`src/rtl/lfsr_pkg.sv`:
```
// Shared LFSR definitions: legal width range and maximal-length XNOR tap table.
package lfsr_pkg;

  localparam int LFSR_MIN_W = 3;
  localparam int LFSR_MAX_W = 16;

  // Bit i set means state bit i feeds the XNOR; the all-ones state is the lockup state.
  function automatic logic [15:0] tap_mask(input int width);
    logic [15:0] m;
    case (width)
      3:       m = 16'h0006;
      4:       m = 16'h000C;
      5:       m = 16'h0014;
      6:       m = 16'h0030;
      7:       m = 16'h0060;
      8:       m = 16'h00B8;
      9:       m = 16'h0110;
      10:      m = 16'h0240;
      11:      m = 16'h0500;
      12:      m = 16'h0829;
      13:      m = 16'h100D;
      14:      m = 16'h2015;
      15:      m = 16'h6000;
      16:      m = 16'hD008;
      default: m = 16'h0000;
    endcase
    return m;
  endfunction

endpackage

```
`src/rtl/lfsr_rng.sv`:
```
// XNOR Fibonacci LFSR with seed load, lockup recovery, wrap detection and threshold fire.
module lfsr_rng
  import lfsr_pkg::*;
#(
  parameter int               WIDTH     = 10,
  parameter logic [WIDTH-1:0] RESET_VAL = '0
) (
  input  logic             clk,
  input  logic             reset,
  input  logic             en,
  input  logic             load,
  input  logic [WIDTH-1:0] seed,
  input  logic [WIDTH-1:0] threshold,
  output logic [WIDTH-1:0] out,
  output logic             fire,
  output logic             wrapped,
  output logic             lockup,
  output logic [WIDTH-1:0] steps
);

  if (WIDTH < LFSR_MIN_W || WIDTH > LFSR_MAX_W) begin : g_bad_width
    $error("lfsr_rng: WIDTH must be within 3..16");
  end
  if (RESET_VAL == {WIDTH{1'b1}}) begin : g_bad_reset
    $error("lfsr_rng: RESET_VAL must not be the all-ones lockup state");
  end

  localparam logic [15:0]      MASK = tap_mask(WIDTH);
  localparam logic [WIDTH-1:0] TAPS = MASK[WIDTH-1:0];

  logic [WIDTH-1:0] start_p0;
  logic [WIDTH-1:0] nxt;
  logic             fb;
  logic             all_ones;

  always_comb begin
    fb       = ~^(out & TAPS);
    nxt      = {out[WIDTH-2:0], fb};
    all_ones = &out;
    fire     = out > threshold;
  end

  // Register stage: state, start marker, step counter and event pulses.
  always_ff @(posedge clk) begin
    if (reset) begin
      out      <= RESET_VAL;
      start_p0 <= RESET_VAL;
      steps    <= '0;
      wrapped  <= 1'b0;
      lockup   <= 1'b0;
    end else begin
      wrapped <= 1'b0;
      lockup  <= 1'b0;
      if (load) begin
        out      <= seed;
        start_p0 <= seed;
        steps    <= '0;
      end else if (all_ones) begin
        // XNOR feedback would hold all-ones forever; restart from zero instead.
        out      <= '0;
        start_p0 <= '0;
        steps    <= '0;
        lockup   <= 1'b1;
      end else if (en) begin
        out <= nxt;
        if (nxt == start_p0) begin
          steps   <= '0;
          wrapped <= 1'b1;
        end else begin
          steps <= steps + WIDTH'(1);
        end
      end
    end
  end

endmodule
```
`config.mk`:
```
export PLATFORM = sky130hd
export DESIGN_NAME = lfsr_rng
export DESIGN_NICKNAME = d
export VERILOG_FILES = /design/src/rtl/lfsr_pkg.sv /design/src/rtl/lfsr_rng.sv
export SDC_FILE = /design/constraint.sdc
export NUM_CORES = 1
export LEC_CHECK = 0
export BUFFER_PORTS_ARGS = -buffer_cell sky130_fd_sc_hd__buf_2
export CAP_MARGIN = 20
export CELL_PAD_IN_SITES_DETAIL_PLACEMENT = 0
export CELL_PAD_IN_SITES_GLOBAL_PLACEMENT = 1
export CORE_MARGIN = 1.5
export CORE_UTILIZATION = 37
export CTS_CLUSTER_DIAMETER = 50
export DETAILED_ROUTE_END_ITERATION = 7
export PLACE_DENSITY = 0.81
export SLEW_MARGIN = 40
export SYNTH_ARGS = -nofsm -noshare
export SYNTH_HDL_FRONTEND = slang
export SYNTH_SLANG_ARGS = --single-unit
```
`constraint.sdc`:
```
create_clock -name clk -period 1.5 [get_ports clk]
set_input_delay 0.075 -clock clk [delete_from_list [all_inputs] [get_ports clk]]
set_output_delay 0.075 -clock clk [all_outputs]
set_load 0.05 [all_outputs]
```
Word level (Yosys, flattened, before mapping)

Cells that the tools add are included.
Widths: inputs -> output; s select.

Flip-flop bits (word level): 32
Bits of input ports: 24
Output and inout bits: 23
Word-level logic and storage cells: 24

Add/sub/neg operators: 1
Order comparisons: 1
Equality and inequality tests: 1
Mux-type cells: 8
Bitwise logic cells: 1
Reductions and logical operators: 7

Operator list:

| operator              | count |
|---|---|
| $mux 10               | 6 |
| $add 10x1->10 const B | 1 |
| $eq 10x10->1          | 1 |
| $gt 10x10->1          | 1 |
| $reduce_and 10->1     | 1 |
| $reduce_xnor 10->1    | 1 |
| $reduce_or 4->1       | 1 |
| $reduce_bool 3->1     | 1 |
| $reduce_or 3->1       | 1 |
| $mux 1                | 2 |
| $reduce_bool 2->1     | 1 |
| $reduce_or 2->1       | 1 |
| $not 1->1             | 1 |

Longest topological paths before layout

Gate-level depths: netlist of the first run.

Depth after elaboration: 4
Gate-level depth with buffers: 6
Mapped depth without buffers: 6

Least setup slack after synthesis of the first run

OpenSTA, ideal clock, no wires.

Path kind: flip-flop to output port
From: reg out[8]
To: out fire
Data arrival time: 2.171 ns
Data required time: 1.425 ns
Setup slack: -0.746 ns
Cell stages (with the launch flop): 6
Path buffers: 0
Path through: dfxtp_1 > ha_1 > nand4_1 > nor3_1 > a221oi_1 > a32oi_1

Word-level cells in the longest chain between the ends: 1

RTL lines:

| element                | RTL line       | RTL |
|---|---|---|
| from (decl)            | lfsr_rng.sv:14 | `output logic [WIDTH-1:0] out,` |
| from (signal assigned) | lfsr_rng.sv:65 | `out <= nxt;` |
| $gt 10x10->1           | lfsr_rng.sv:40 | `fire = out > threshold;` |
| to (decl)              | lfsr_rng.sv:15 | `output logic fire,` |

Every way passes these cells.

Final worst setup path of the first run

From: reg out[7]
To: out fire

Same word-level chain as after synthesis.

==> results of run 1 <==
synthesized netlist by cell type:
cell type / instances
o21ai_0: 10
xor2_1: 6
a21o_1: 3
clkbuf_1: 3
xnor2_1: 14
nor3_1: 15
and3_1: 1
buf_2: 3
nor4_4: 1
buf_1: 1
or2_2: 1
a211oi_1: 8
nor2_1: 9
nand3_1: 2
a32oi_1: 1
nand2b_1: 2
ha_1: 11
a221oi_1: 3
nand4_1: 6
nand2_1: 30
nor2b_1: 1
and4_1: 3
buf_6: 1
mux2i_1: 1
and2_1: 1
a21oi_1: 12
inv_1: 12
nor4_1: 1
a31oi_4: 1
buf_4: 1
dfxtp_1: 32
final cells by class:
| cell class | count | area [um^2] | area share, % |
|---|---|---|---|
| clock buffers | 6 | 82.6 | 3.00 |
| clock inverters | 2 | 10.0 | 0.363 |
| inverters | 12 | 45.0 | 1.64 |
| multi-input cells | 143 | 1290 | 47.0 |
| flip-flops and latches | 32 | 677 | 24.6 |
| well taps | 52 | 65.1 | 2.36 |
| repair buffers | 80 | 579 | 21.0 |
layer usage:
layer | global-route usage [%] | vias to the layer above | routed length, um
li1 | - | 843 | -
met1 | 24.3 | 799 | 2180
met2 | 28.1 | 37 | 2320
met3 | 4.04 | 7 | 172
met4 | 5.98 | 0 | 57
met5 | 0 | - | 0
flip-flops by register name, indices dropped and copies added (netlist names):
| signal | flops |
|---|---|
| out | 10 |
| start_p0 | 10 |
| wrapped | 1 |
| steps | 10 |
| lockup | 1 |
placed cells by master (no fill, tap or decap), drive strengths merged:
cell type,synthesis,layout
nand3,2,2
xor2,6,6
clkinv,0,2
a221oi,3,3
nor4,2,2
a31oi,1,1
mux2i,1,1
a21o,3,3
nor2,9,9
nand2,30,30
a211oi,8,8
o21ai,10,10
and4,3,3
dfxtp,32,32
ha,11,11
a21oi,12,12
clkbuf,3,6
nand2b,2,2
nor3,15,15
and3,1,1
inv,12,12
xnor2,14,14
and2,1,1
buf,6,80
nor2b,1,1
or2,1,1
nand4,6,6
a32oi,1,1
worst max path at each step:
stage	start	end	slack (ns)
final	out[7]$_SDFFE_PP0P_	fire	-0.30
after global routing	out[5]$_SDFFE_PP0P_	fire	-0.35
after CTS	out[7]$_SDFFE_PP0P_	fire	-0.29
after detailed placement	out[5]$_SDFFE_PP0P_	steps[6]$_SDFFE_PP0P_	-0.09
after global placement	out[5]$_SDFFE_PP0P_	steps[0]$_SDFFE_PP0P_	-0.08
after floorplan	out[9]$_SDFFE_PP0P_	fire	-0.12
per-stage QoR:
stage                     power [mW]  instances  setup TNS (ns)
after floorplan                 1.24        196          -0.119
after global placement          1.39        307          -0.828
after detailed placement        1.40        307          -0.891
after CTS                       2.09        318          -0.861
after global routing            2.30        327           -4.68
final                           2.20        327           -3.17
worst max-delay path, cell delays in order, from the launching register on:
cell      delay (ns)
dfxtp_4         0.36
ha_4            0.21
a21o_1          0.15
a21o_1          0.16
a221oi_2        0.33
a32oi_4         0.07
buf_6           0.17
logic make-up after synthesis:
kind of cell / share of synthesized area (%)
buf+inv: 5.63
mux: 0.601
fa+ha+maj: 8.26
xor+xnor: 10.5
simple gates: 21.6
compound gates: 14.9
flops: 38.4
repair_timing:
action,in CTS,in global routing
gates resized for setup,20,70
setup buffers,3,9
gates cloned,0,1
setup endpoints to repair,24,28
hold buffers,0,0
pin swaps,24,27
power by group:
| group | switching [mW] | internal, mW | leakage [nW] |
|---|---|---|---|
| Sequential | 0.0475 | 0.885 | 0.269 |
| Clock | 0.303 | 0.365 | 0.0510 |
| Combinational | 0.338 | 0.261 | 0.885 |
==> run_results.csv, run 1 <==
group,metric,value,unit
run,drv_cap,0,
sta,slew_headroom,57.1,%
drt,wl_per_cell,14.5,um
global_route,grt_max_degree,23,
global_route,grt_overflow_total,0,
layout,fill_cells,354,
synth,netlist.area_leader.share,38.4,%
sta,rsz0062_at_grt,"true",
sta,holdWs,0.0989,ns
floorplan,die_y,70.1,um
synth,synth.avg_cell_area,8.50,um^2
sta,finalClockSkew,0.00760,ns
synth,yosys_warnings,0,
floorplan,num_io_pins,47,
floorplan,die_w,70.1,um
layout,finalInstanceArea,0.00275,mm^2
sta,finalMaxSlewViolations,0,
clock_network,numCtsBuffers,5,
placement,port-buffer-count,46,
sta,tightest_slew,0.643,ns
critical_path,cp-start-kind,"register",
outcome,violations,"setup timing",
sta,hold_viol,0,
global_route,grt_pass1_vias,1501,
critical_path,timing.rr.end,"out[7]$_SDFFE_PP0P_",
synth,ys_top_cells_by_area,"dfxtp_1 (38%), ha_1 (8.3%), xnor2_1 (7.4%)",
placement,hpwlAfterDp,3230,um
drt,postRouteAntennaNets,0,
clock_network,cts_sinks,32,
critical_path,worstPathArrival,1.73,ns
layout,final_util,63.2,%
clock_network,cts_tree,"built",
sta,period_needed,1.80,ns
placement,place_area,0.00220,mm^2
drt,vias,1686,
clock_network,clk_latency,0.28,ns
synth,synth_cell_types,31,
critical_path,reg2regPathDepth,9,
outcome,outcome,"finished, violations left",
clock_network,htree_levels,2,
critical_path,crit_type,"reg2out",
floorplan,die_area,0.00492,mm^2
min_path,whs_endpoint,"start_p0[2]$_SDFFE_PP0P_",
critical_path,rr_startpoint,"out[7]$_SDFFE_PP0P_",
power,p_leak,1.20,nW
synth,yosysSeqAreaShare,38.4,%
min_path,hold_path_depth,3,
drt,routed_wl,4730,um
power,cellPowerDensity,799,mW/mm^2
min_path,holdCritStartpoint,"seed[2]",
layout,drive_gt1_share,58.2,%
sta,period_share,120,%
floorplan,coreArea,0.00435,mm^2
clock_network,clkTransAtPathRegs,0.06,ns
layout,num_antenna_cells,0,
sta,max_freq,555,MHz
min_path,hold_class,"in2reg",
layout,areaGrowthSynthToFinish,65.2,%
critical_path,required,1.42,ns
global_route,grtUsageTotal,17.9,%
floorplan,fp-row-count,24,
critical_path,rrSetupSlack,-0.18,ns
floorplan,initial_core_util,38.3,%
synth,yosys.area.top_type,"dfxtp_1",
global_route,antenna_found_initial,0,
placement,dpl_worst_slack,-0.0875,ns
synth,synthCells,196,
sta,worst_slack,-0.302,ns
placement,gp_congestion,0.800,
layout,finalNetCount,309,
critical_path,worstPathMaxFanout,2,
drt,dr.pass1.iters,4,
synth,synth-seq-cells,32,
drt,drt_iter0_drc,39,
global_route,grt_first_pass_wirelength,7030,um
critical_path,endpoint_kind,"primary output",
synth,syn_nets,231,
drt,drc_errors,0,
power,ir_drop,523,uV
synth,syn-cell-area,0.00167,mm^2
clock_network,clockBufferDepth,2,
drt,detail_route.vias_per_cell,5.16,
sta,setup_viol,32,
clock_network,cts_root_buf,"clkbuf_8",
Power figures use the tool's default switching activity.
==> run 2, diff against run 1 <==
--- a/config.mk
+++ b/config.mk
@@ -5,6 +5,7 @@
 export SDC_FILE = /design/constraint.sdc
 export NUM_CORES = 1
 export LEC_CHECK = 0
+export ABC_AREA = 1
 export BUFFER_PORTS_ARGS = -buffer_cell sky130_fd_sc_hd__buf_2
 export CAP_MARGIN = 20
 export CELL_PAD_IN_SITES_DETAIL_PLACEMENT = 0
@@ -13,7 +14,8 @@
 export CORE_UTILIZATION = 37
 export CTS_CLUSTER_DIAMETER = 50
 export DETAILED_ROUTE_END_ITERATION = 7
-export PLACE_DENSITY = 0.81
+export GPL_TIMING_DRIVEN = 0
+export PLACE_DENSITY = 0.82
 export SLEW_MARGIN = 40
 export SYNTH_ARGS = -nofsm -noshare
 export SYNTH_HDL_FRONTEND = slang
==> run_results.csv, run 2 <==
group,metric,value,unit
synth,synth-main-ff-cell,"dfxtp_1",
floorplan,initial_core_util,39.1,%
critical_path,critPathTopFamily,"flip-flops",
sta,setup_viol,1,
clock_network,clockBufferDepth,2,
layout,final_util,52.1,%
run,drv_cap,0,
placement,placed_cells,389,
critical_path,worstPathArrival,1.59,ns
sta,finalMaxSlewViolations,0,
layout,finalNetCount,371,
placement,hpwlAfterDp,3610,um
sta,worst_slack,-0.163,ns
critical_path,cp-start-kind,"register",
power,cellPowerDensity,855,mW/mm^2
synth,yosys-top-cells-count,"nand2_1 (83), dfxtp_1 (32), inv_1 (32), nand3_1 (27), nor2_1 (25)",
global_route,grt_pass1_vias,1781,
sta,max_freq,601,MHz
clock_network,cts_root_buf,"clkbuf_8",
layout,finalNonFillerCells,403,
synth,synth_edf_count,0,
floorplan,die_area,0.00553,mm^2
critical_path,worstPathMaxFanout,3,
sta,period_share,111,%
placement,port-buffer-count,45,
sta,finalClockSkew,0.00760,ns
synth,yosys.area.top_type,"dfxtp_1",
critical_path,path_buf_inv,1,
layout,finalInstanceArea,0.00251,mm^2
min_path,hold_class,"in2reg",
sta,hold_viol,0,
drt,vias,1939,
synth,synth.avg_cell_area,6.80,um^2
clock_network,clk_latency,0.28,ns
sta,tightest_slew,0.568,ns
synth,yosysMostFrequentCell,"nand2_1",
synth,synth-async-reset-ratio,0,%
synth,netlist.area_leader.share,34.0,%
layout,final_cell_mix,"nand2_1 (79), buf_2 (47), inv_1 (31)",
floorplan,coreArea,0.00482,mm^2
floorplan,die_y,74.4,um
global_route,antenna_found_initial,0,
critical_path,rrSetupSlack,0.11,ns
global_route,grt_overflow_total,0,
drt,drc_errors,0,
critical_path,endpoint_kind,"primary output",
global_route,grtUsageTotal,19.3,%
layout,drive_gt1_share,34.8,%
clock_network,htree_levels,2,
clock_network,cts_tree,"built",
critical_path,crit_type,"reg2out",
synth,synthCells,277,
drt,wl_per_cell,12.5,um
synth,synth-seq-cells,32,
drt,postRouteAntennaNets,0,
synth,syn-cell-area,0.00188,mm^2
floorplan,num_io_pins,47,
layout,num_antenna_cells,0,
synth,yosys_warnings,0,
critical_path,worstPathCellList,"ha_4, nand2_4, nor2_4, nand4_1, a31oi_4, buf_6",
drt,drt_iter0_drc,68,
drt,routed_wl,5030,um
outcome,violations,"setup timing",
floorplan,die_w,74.4,um
sta,slew_headroom,62.1,%
clock_network,cts_sinks,32,
synth,syn_nets,312,
clock_network,hold_buffers,0,
layout,areaGrowthSynthToFinish,33.1,%
layout,reg_top3,"out (10), start_p0 (10), steps (10)",
outcome,outcome,"finished, violations left",
critical_path,critPathMaxStageDelay,0.36,ns
floorplan,fp-row-count,25,
clock_network,numCtsBuffers,5,
sta,rsz0062_at_grt,"true",
drt,dr.pass1.iters,4,
critical_path,cpMaxStageDelayCell,"dfxtp_4",
power,p_leak,1.19,nW
power,ir_drop,460,uV
placement,gp_congestion,0.825,
global_route,grt_first_pass_wirelength,7990,um
synth,yosysSeqAreaShare,34.0,%
synth,synth_cell_types,29,
clock_network,clkTransAtPathRegs,0.07,ns
critical_path,required,1.42,ns
synth,ys_top_cells_by_area,"dfxtp_1 (34%), nand2_1 (17%), ha_1 (7.3%)",
global_route,grt_max_degree,11,
drt,detail_route.vias_per_cell,4.81,
placement,place_area,0.00222,mm^2
sta,period_needed,1.66,ns
layout,final_common_cell,"nand2_1",
==> run 2: changes by cell type in the layout (fill, tap and decap cells not counted), moves of 7 or more <==
cell	delta
inv_2	+9
buf_6	-7
xnor2_1	-10
a211oi_2	-8
nand3_1	+25
o22ai_1	+7
buf_4	-15
inv_1	+19
nand2_1	+58
nor2_1	+13
==> run 2: worst paths after layout <==
kind,from,to,cells after the start
setup / recovery,out[6]$_SDFFE_PP0P_,fire,6
hold / removal,seed[8],out[8]$_SDFFE_PP0P_,3
setup reg to reg,out[5]$_SDFFE_PP0P_,out[0]$_SDFFE_PP0P_,7
hold reg to reg,start_p0[8]$_SDFFE_PP0P_,start_p0[8]$_SDFFE_PP0P_,2
==> run 2: worst register-to-register path: cells and delay by family (launching register included) <==
kind | cells | cell delay, ns
DFF | 1 | 0.36
and+or+nand+nor | 3 | 0.43
AOI/OAI and AO/OA | 1 | 0.07
buffers and inverters | 3 | 0.41
==> run 2: final cells by class <==
type                            instances  area (um^2)
Buffer                                  6         33.8
Fill cell                             546         2310
Tap cell                               67         83.8
Sequential cell                        32          669
Timing Repair Buffer                   51          277
Clock buffer                            7         96.3
Inverter                               42          158
Multi-Input combinational cell        198         1190
==> run 2: logic make-up (layout without fill, tap and decap cells) <==
kind of cell    Yosys count  after routing  synth area share (%)
xor+xnor                  6              6                  2.79
simple gates            149            150                  34.3
fa+ha+maj                11             11                  7.30
flops                    32             32                  34.0
compound gates           30             30                  10.9
buf+inv                  48            106                  10.2
mux                       1              1                 0.531
==> run 2: through the flow <==
step / power, mW / hold WS [ns] / TNS (ns) / setup WS (ns)
detailed placement: 1.38 / 0.349 / -0.112 / -0.112
global route: 2.25 / 0.0616 / -0.241 / -0.233
global placement: 1.38 / 0.352 / -0.115 / -0.115
finish: 2.14 / 0.0590 / -0.163 / -0.163
floorplan: 1.26 / 0.233 / -0.0839 / -0.0839
CTS: 2.15 / 0.0437 / -0.170 / -0.170
==> run 2: repair_timing <==
action | 4_1_cts | 5_1_grt
setup buffers | 5 | 1
gates resized for setup | 19 | 7
pin swaps | 6 | 4
cloned | 0 | 1
endpoints found under the setup margin | 1 | 11
==> run 2: power breakdown <==
part	switching [mW]	internal, mW
logic	0.325	0.183
clock network	0.305	0.408
registers	0.0355	0.888
==> run 2: per-layer routing <==
metal | up-vias | share of wire [%] | routed length (um) | track usage [%]
met5 | - | 0 | 0 | 0
met4 | 0 | 1.3 | 66 | 7.27
met3 | 4 | 5.0 | 250 | 4.74
met2 | 50 | 46 | 2310 | 32.3
met1 | 881 | 48 | 2400 | 24.0
li1 | 1004 | - | - | -
